## src/rtl/lsu_pkg.sv

```systemverilog
// Shared constants for the load/store sequencer: funct3 codes and FSM encoding.
package lsu_pkg;

  localparam logic [2:0] LB  = 3'b000;
  localparam logic [2:0] LH  = 3'b001;
  localparam logic [2:0] LW  = 3'b010;
  localparam logic [2:0] LBU = 3'b100;
  localparam logic [2:0] LHU = 3'b101;
  localparam logic [2:0] SB  = 3'b000;
  localparam logic [2:0] SH  = 3'b001;
  localparam logic [2:0] SW  = 3'b010;

  typedef enum logic [1:0] {
    IDLE = 2'd0,
    REQ  = 2'd1,
    WAIT = 2'd2,
    RESP = 2'd3
  } lsu_state_e;

endpackage

```

## src/rtl/lsu_align.sv

```systemverilog
// Byte-lane alignment: store strobes/replication, load extract/extend and
// access legality flags. Purely combinational.
module lsu_align
  import lsu_pkg::*;
(
  input  logic        we,
  input  logic [2:0]  funct3,
  input  logic [1:0]  addr_lo,
  input  logic [31:0] wdata,
  input  logic [31:0] rdata,
  output logic [3:0]  be,
  output logic [31:0] wdata_lane,
  output logic [31:0] rdata_ext,
  output logic        misaligned,
  output logic        illegal
);

  logic [31:0] shifted;
  logic [7:0]  byte_v;
  logic [15:0] half_v;

  // Lane selection, strobe generation and legality decode.
  always_comb begin
    be         = 4'b0000;
    wdata_lane = wdata;
    rdata_ext  = '0;
    shifted    = rdata >> {addr_lo, 3'b000};
    byte_v     = shifted[7:0];
    half_v     = addr_lo[1] ? rdata[31:16] : rdata[15:0];

    if (we) begin
      case (funct3)
        SB: begin
          be         = 4'b0001 << addr_lo;
          wdata_lane = {4{wdata[7:0]}};
        end
        SH: begin
          be         = 4'b0011 << addr_lo;
          wdata_lane = {2{wdata[15:0]}};
        end
        SW:      be = 4'b1111;
        default: be = 4'b0000;
      endcase
    end

    case (funct3)
      LB:      rdata_ext = {{24{byte_v[7]}}, byte_v};
      LH:      rdata_ext = {{16{half_v[15]}}, half_v};
      LW:      rdata_ext = rdata;
      LBU:     rdata_ext = {24'b0, byte_v};
      LHU:     rdata_ext = {16'b0, half_v};
      default: rdata_ext = '0;
    endcase

    misaligned = ((funct3[1:0] == 2'b01) && addr_lo[0]) ||
                 ((funct3[1:0] == 2'b10) && (addr_lo != 2'b00));

    if (we) illegal = (funct3 > 3'b010);
    else    illegal = (funct3 == 3'b011) || (funct3 == 3'b110) || (funct3 == 3'b111);
  end

endmodule

```

## src/rtl/lsu_ctrl.sv

```systemverilog
// Load/store sequencer: accepts one access at a time, runs the memory
// valid/ready handshake, waits for load data and returns a one-cycle response.
//
//  state | meaning
//  IDLE  | ready for a new access (req_ready registered, rises after reset)
//  REQ   | mem_valid asserted, waiting for mem_ready
//  WAIT  | load accepted by memory, waiting for mem_rvalid
//  RESP  | one-cycle resp_valid pulse
module lsu_ctrl
  import lsu_pkg::*;
#(
  parameter int unsigned TIMEOUT = 255,
  parameter int unsigned CNT_W   = 8
) (
  input  logic        clk,
  input  logic        rst_n,
  input  logic        req_valid,
  output logic        req_ready,
  input  logic        req_we,
  input  logic [2:0]  req_funct3,
  input  logic [31:0] req_addr,
  input  logic [31:0] req_wdata,
  input  logic [4:0]  req_rd,
  output logic        mem_valid,
  input  logic        mem_ready,
  output logic [31:0] mem_addr,
  output logic [3:0]  mem_be,
  output logic [31:0] mem_wdata,
  input  logic        mem_rvalid,
  input  logic [31:0] mem_rdata,
  output logic        resp_valid,
  output logic        resp_err,
  output logic [31:0] resp_data,
  output logic [4:0]  resp_rd,
  output logic        stall
);

  lsu_state_e       state_q, state_d;
  logic             ready_q, ready_d;
  logic             we_q, we_d;
  logic [2:0]       funct3_q, funct3_d;
  logic [31:0]      addr_q, addr_d;
  logic [31:0]      wdata_q, wdata_d;
  logic [4:0]       rd_q, rd_d;
  logic             err_q, err_d;
  logic [31:0]      data_q, data_d;
  logic [CNT_W-1:0] cnt_q, cnt_d;

  // While idle the aligner looks at the live request so legality is known at
  // accept; afterwards it works from the latched copy.
  logic        idle;
  logic        a_we;
  logic [2:0]  a_funct3;
  logic [1:0]  a_addr_lo;
  logic [31:0] a_wdata;
  logic [3:0]  a_be;
  logic [31:0] a_wdata_lane;
  logic [31:0] a_rdata_ext;
  logic        a_misaligned;
  logic        a_illegal;
  logic        to_hit;
  logic        in_req;

  assign idle      = (state_q == IDLE);
  assign a_we      = idle ? req_we         : we_q;
  assign a_funct3  = idle ? req_funct3     : funct3_q;
  assign a_addr_lo = idle ? req_addr[1:0]  : addr_q[1:0];
  assign a_wdata   = idle ? req_wdata      : wdata_q;

  lsu_align u_align (
    .we         (a_we),
    .funct3     (a_funct3),
    .addr_lo    (a_addr_lo),
    .wdata      (a_wdata),
    .rdata      (mem_rdata),
    .be         (a_be),
    .wdata_lane (a_wdata_lane),
    .rdata_ext  (a_rdata_ext),
    .misaligned (a_misaligned),
    .illegal    (a_illegal)
  );

  // Abort when this cycle would bring the REQ+WAIT count up to TIMEOUT.
  assign to_hit = (TIMEOUT != 0) && ((32'(cnt_q) + 32'd1) >= TIMEOUT);

  // Next-state, request latching and timeout counting.
  always_comb begin
    state_d  = state_q;
    we_d     = we_q;
    funct3_d = funct3_q;
    addr_d   = addr_q;
    wdata_d  = wdata_q;
    rd_d     = rd_q;
    err_d    = err_q;
    data_d   = data_q;
    cnt_d    = cnt_q;

    case (state_q)
      IDLE: begin
        if (req_valid && ready_q) begin
          we_d     = req_we;
          funct3_d = req_funct3;
          addr_d   = req_addr;
          wdata_d  = req_wdata;
          rd_d     = req_rd;
          data_d   = '0;
          cnt_d    = '0;
          err_d    = a_illegal || a_misaligned;
          state_d  = (a_illegal || a_misaligned) ? RESP : REQ;
        end
      end
      REQ: begin
        cnt_d = cnt_q + CNT_W'(1);
        if (mem_ready) begin
          state_d = we_q ? RESP : WAIT;
        end else if (to_hit) begin
          err_d   = 1'b1;
          state_d = RESP;
        end
      end
      WAIT: begin
        cnt_d = cnt_q + CNT_W'(1);
        if (mem_rvalid) begin
          data_d  = a_rdata_ext;
          state_d = RESP;
        end else if (to_hit) begin
          err_d   = 1'b1;
          state_d = RESP;
        end
      end
      RESP:    state_d = IDLE;
      default: state_d = IDLE;
    endcase

    ready_d = (state_d == IDLE);
  end

  // State and request registers.
  always_ff @(posedge clk or negedge rst_n) begin
    if (!rst_n) begin
      state_q  <= IDLE;
      ready_q  <= 1'b0;
      we_q     <= 1'b0;
      funct3_q <= '0;
      addr_q   <= '0;
      wdata_q  <= '0;
      rd_q     <= '0;
      err_q    <= 1'b0;
      data_q   <= '0;
      cnt_q    <= '0;
    end else begin
      state_q  <= state_d;
      ready_q  <= ready_d;
      we_q     <= we_d;
      funct3_q <= funct3_d;
      addr_q   <= addr_d;
      wdata_q  <= wdata_d;
      rd_q     <= rd_d;
      err_q    <= err_d;
      data_q   <= data_d;
      cnt_q    <= cnt_d;
    end
  end

  assign in_req     = (state_q == REQ);
  assign req_ready  = ready_q;
  assign mem_valid  = in_req;
  assign mem_addr   = in_req ? {addr_q[31:2], 2'b00} : '0;
  assign mem_be     = in_req ? a_be                  : '0;
  assign mem_wdata  = in_req ? a_wdata_lane          : '0;
  assign resp_valid = (state_q == RESP);
  assign resp_err   = resp_valid && err_q;
  assign resp_data  = (resp_valid && !err_q && !we_q) ? data_q : '0;
  assign resp_rd    = (resp_valid && !we_q) ? rd_q : '0;
  assign stall      = !idle || (req_valid && !ready_q);

endmodule
```

## config.mk

```make
export PLATFORM = sky130hd
export DESIGN_NAME = lsu_ctrl
export DESIGN_NICKNAME = d
export VERILOG_FILES = /design/src/rtl/lsu_pkg.sv /design/src/rtl/lsu_align.sv /design/src/rtl/lsu_ctrl.sv
export SDC_FILE = /design/constraint.sdc
export NUM_CORES = 1
export LEC_CHECK = 0
export CORE_MARGIN = 2
export CORE_UTILIZATION = 51
export CTS_BUF_LIST = sky130_fd_sc_hd__clkbuf_4 sky130_fd_sc_hd__clkbuf_8 sky130_fd_sc_hd__clkbuf_16
export CTS_CLUSTER_DIAMETER = 50
export DETAILED_ROUTE_END_ITERATION = 10
export MAX_ROUTING_LAYER = met4
export PLACE_DENSITY = 0.84
export SLEW_MARGIN = 0
export SYNTH_ARGS = -nofsm -noshare
export SYNTH_HDL_FRONTEND = slang
export SYNTH_SLANG_ARGS = --single-unit
```

## constraint.sdc

```tcl
create_clock -name clk -period 6.2 [get_ports clk]
set_clock_uncertainty 0.1 [all_clocks]
set_input_delay 1.24 -clock clk [delete_from_list [all_inputs] [get_ports clk]]
set_output_delay 1.24 -clock clk [all_outputs]
set_load 0.005 [all_outputs]
```

==> impl_metrics.env <==
export IMPL_status="completed"
export IMPL_tritoncts_num_sinks=117
export IMPL_wire_per_inst_um=19.8
export IMPL_initial_core_util=0.522
export IMPL_nNetsFinal=976
export IMPL_cells_after_synthesis=663
export IMPL_gp_congestion=0.916
export IMPL_diodes=0
export IMPL_regArea_mm2=0.00293
export IMPL_clock_root_buffer="sky130_fd_sc_hd__clkbuf_16"
export IMPL_post_synthesis_instance_area_mm2=0.00691
export IMPL_clock_tree_from_tritoncts="yes"
export IMPL_worst_path_cell_with_the_longest_stage_delay="sky130_fd_sc_hd__mux2i_2"
export IMPL_fin_hold_ws_ps=374
export IMPL_clock_latency_at_the_later_pin_of_the_worst_skew_pair_ps=410
export IMPL_min_period_ps=5570
export IMPL_fmaxAchievable_mhz=180
export IMPL_ios=220
export IMPL_slew_headroom=0.227
export IMPL_cts_hold_buffers_added=0
export IMPL_setup_worst_path_end_class="output pin"
export IMPL_std_cell_rows=42
export IMPL_clk_transition_reported_paths_ps=50
export IMPL_layout_cells_most_common="sky130_fd_sc_hd__clkdlybuf4s50_1"
export IMPL_clock_path_buffers=2
export IMPL_min_from="data_q[1]"
export IMPL_detailed_place_hpwl_um=14600
export IMPL_number_of_failing_setup_endpoints_in_the_final_timing_report=0
export IMPL_synth_warning_count=0
export IMPL_total_leakage_power_nw=4.24
export IMPL_detail_route_iter0_violations=514
export IMPL_netlist_cell_types=62
export IMPL_multi_input_area_mm2=0.00372
export IMPL_dominantRegCellSynth="sky130_fd_sc_hd__dfrtp_1"
export IMPL_required_time_of_the_critical_path_ps=4860
export IMPL_ant_nets=0
export IMPL_number_of_h_tree_levels=4
export IMPL_synth_seq_cells=117
export IMPL_r2r_end="data_q[25]"
export IMPL_grt_first_pass_wirelength_um=33300
export IMPL_setup_tns_ps=0
export IMPL_worstHoldPathCells=2
export IMPL_worstMarginPinSlew_ps=1160
export IMPL_syn2layout_area_growth_pct=40.3
export IMPL_peakVddDrop_uv=258
export IMPL_chipWidth_um=120
export IMPL_worstReg2RegStart="state_q[1]"
export IMPL_finalWirelength_um=20800
export IMPL_crit_path_max_fanout=43
export IMPL_cts_resized=0
export IMPL_post_cts_repair_setup_buffers=0
export IMPL_first_pass_iters=6
export IMPL_layout_cells_most_common_list="sky130_fd_sc_hd__clkdlybuf4s50_1 (216), sky130_fd_sc_hd__dfrtp_1 (117), sky130_fd_sc_hd__mux2_2 (86)"
export IMPL_worst_path_dominant_cell_family="buffers and inverters"
export IMPL_core_region_area_mm2=0.0132
export IMPL_path_buf_inv=3
export IMPL_fillerInstances=954
export IMPL_grt_antenna_before_repair=0
export IMPL_worst_r2r_setup_slack_ps=2140
export IMPL_path_depth_of_the_worst_reg2reg_path=8
export IMPL_largest_net_degree_at_the_start_of_global_routing=75
export IMPL_drive_above_1_share=0.166
export IMPL_fp_dieArea_mm2=0.0145
export IMPL_worst_setup_path_type="reg -> out"
export IMPL_unrepaired_setup_endpoints_after_global_routing="no"
export IMPL_cts_buf_count=17
export IMPL_final_period_utilization=0.898
export IMPL_pwr_density_cell_mw_per_mm2=478
export IMPL_route_detailed_drc=0
export IMPL_critical_path_data_arrival_time_ps=4230
export IMPL_number_of_enable_flip_flop_cells_after_synthesis=0
export IMPL_timing_critical_path_from_type="register"
export IMPL_ys_seq_area_frac=0.424
export IMPL_class_of_the_worst_hold_path="reg -> reg"
export IMPL_detailroute_via_count=6198
export IMPL_crit_chain="inv_1 > ha_2 > buf_4 > mux2i_2 > nand3_1 > nand2_1 > o211a_1 > clkdlybuf4s50_1"
export IMPL_postSynth_asyncResetShare=1.00
export IMPL_grt_pass1_vias=6448
export IMPL_holdPathEnd="data_q[1]"
export IMPL_io_buffer_count=217
export IMPL_syn_avg_cell_area_um2=10.4
export IMPL_cpPeakStageDelay_ps=660
export IMPL_route_detailed_vias_per_inst=5.92
export IMPL_maxCapViolCount=0
export IMPL_grt_total_usage=0.303
export IMPL_grt_overflow_total=0
export IMPL_slew_violations=0
export IMPL_dieHeight_um=120
export IMPL_finalHoldViolations=0
==> metrics by stage <==
stage / util / power (W) / area, µm² / instances / setup WS (ps)
global route: 0.732 / 0.00490 / 9690 / 1047 / 400
finish: 0.732 / 0.00463 / 9690 / 1047 / 635
CTS: 0.732 / 0.00462 / 9690 / 1047 / 632
detailed placement: 0.689 / 0.00364 / 9120 / 1017 / 1060
floorplan: - / 0.00283 / 6910 / 664 / 2560
global placement: 0.689 / 0.00354 / 9120 / 1017 / 1190
==> final cells by class <==
| type | instances | share of cell area |
|---|---|---|
| Multi-Input combinational cell | 490 | 0.384 |
| Sequential cell | 117 | 0.302 |
| Timing Repair Buffer | 222 | 0.228 |
| Clock buffer | 18 | 0.0453 |
| Tap cell | 176 | 0.0227 |
| Clock inverter | 12 | 0.0137 |
| Inverter | 12 | 0.00465 |
==> synth_stat cells, types with 2 or more instances <==
cell type,instances,area [µm²]
sky130_fd_sc_hd__a211o_1,10,87.6
sky130_fd_sc_hd__o21ai_0,36,180
sky130_fd_sc_hd__dfrtp_1,117,2930
sky130_fd_sc_hd__nor3b_2,3,37.5
sky130_fd_sc_hd__a222oi_1,5,50.1
sky130_fd_sc_hd__buf_6,3,33.8
sky130_fd_sc_hd__nor2_1,8,30.0
sky130_fd_sc_hd__o32ai_2,2,32.5
sky130_fd_sc_hd__nand2_1,65,244
sky130_fd_sc_hd__nor2b_1,8,50.1
sky130_fd_sc_hd__or4_1,3,22.5
sky130_fd_sc_hd__o211a_1,21,210
sky130_fd_sc_hd__nand3_1,9,45.0
sky130_fd_sc_hd__a22o_1,6,52.6
sky130_fd_sc_hd__mux2_2,86,968
sky130_fd_sc_hd__o211ai_1,3,22.5
sky130_fd_sc_hd__nand4_1,3,18.8
sky130_fd_sc_hd__nor3_1,6,30.0
sky130_fd_sc_hd__a31o_2,2,17.5
sky130_fd_sc_hd__nand2b_1,3,18.8
sky130_fd_sc_hd__clkbuf_1,16,60.1
sky130_fd_sc_hd__o21ai_1,16,80.1
sky130_fd_sc_hd__o2bb2ai_1,2,17.5
sky130_fd_sc_hd__buf_2,21,105
sky130_fd_sc_hd__mux2i_2,2,27.5
sky130_fd_sc_hd__nand3b_1,2,15.0
sky130_fd_sc_hd__mux2i_1,30,300
sky130_fd_sc_hd__inv_1,12,45.0
sky130_fd_sc_hd__a22oi_1,20,150
sky130_fd_sc_hd__buf_4,5,37.5
sky130_fd_sc_hd__a21o_1,2,15.0
sky130_fd_sc_hd__a211oi_1,3,22.5
sky130_fd_sc_hd__or3_1,2,12.5
sky130_fd_sc_hd__ha_1,6,75.1
sky130_fd_sc_hd__and2_1,79,494
sky130_fd_sc_hd__a21oi_1,20,100
==> worst max-delay path by stage <==
stage	start	endpoint	slack (ps)	depth (start not counted)
after floorplan	req_funct3[0]	mem_wdata[10]	2560	5
after global routing	state_q[0]	mem_wdata[14]	400	8
final	state_q[1]	mem_wdata[11]	630	8
after global placement	req_funct3[0]	mem_wdata[10]	1190	6
after CTS	state_q[0]	mem_wdata[11]	630	8
after detailed placement	req_funct3[1]	mem_wdata[29]	1060	7
==> where the power goes <==
part           internal (W)  leakage [nW]  switching, W
Combinational       0.00113          2.52       0.00119
Clock              0.000596         0.262      0.000352
Sequential          0.00113          1.47      0.000242
==> worst register-to-register path, cell delays in order, from the launching register on <==
cell	delay [ps]
sky130_fd_sc_hd__dfrtp_1	440
sky130_fd_sc_hd__inv_1	110
sky130_fd_sc_hd__ha_2	540
sky130_fd_sc_hd__buf_4	610
sky130_fd_sc_hd__mux2i_2	860
sky130_fd_sc_hd__o311ai_4	370
sky130_fd_sc_hd__nor3_4	630
sky130_fd_sc_hd__a22oi_1	170
sky130_fd_sc_hd__o21ai_1	140
==> metal layers <==
metal,GRT usage,wire (µm)
met5,-,0
met2,0.486,10000
met4,0.121,678
met3,0.0929,1960
met1,0.357,8110
==> cells by family (layout without fill, tap and decap cells) <==
group	count (synthesis)	count (layout)	share of synthesized area
flip-flops	117	117	0.424
other	1	2	0.000543
AND/OR/NAND/NOR	197	197	0.156
AO/OA/AOI/OAI	164	164	0.175
adder cells (fa/ha/maj)	6	6	0.0109
buffers and inverters	57	264	0.0407
XOR/XNOR	2	2	0.00254
multiplexers	119	119	0.191
==> flip-flops by register name (all words and copies together) (netlist names) <==
signal	flops
addr_q	32
wdata_q	32
err_q	1
funct3_q	3
cnt_q	8
req_ready	1
state_q	2
we_q	1
rd_q	5
data_q	32
No activity file was read; power rests on OpenSTA's default activity.
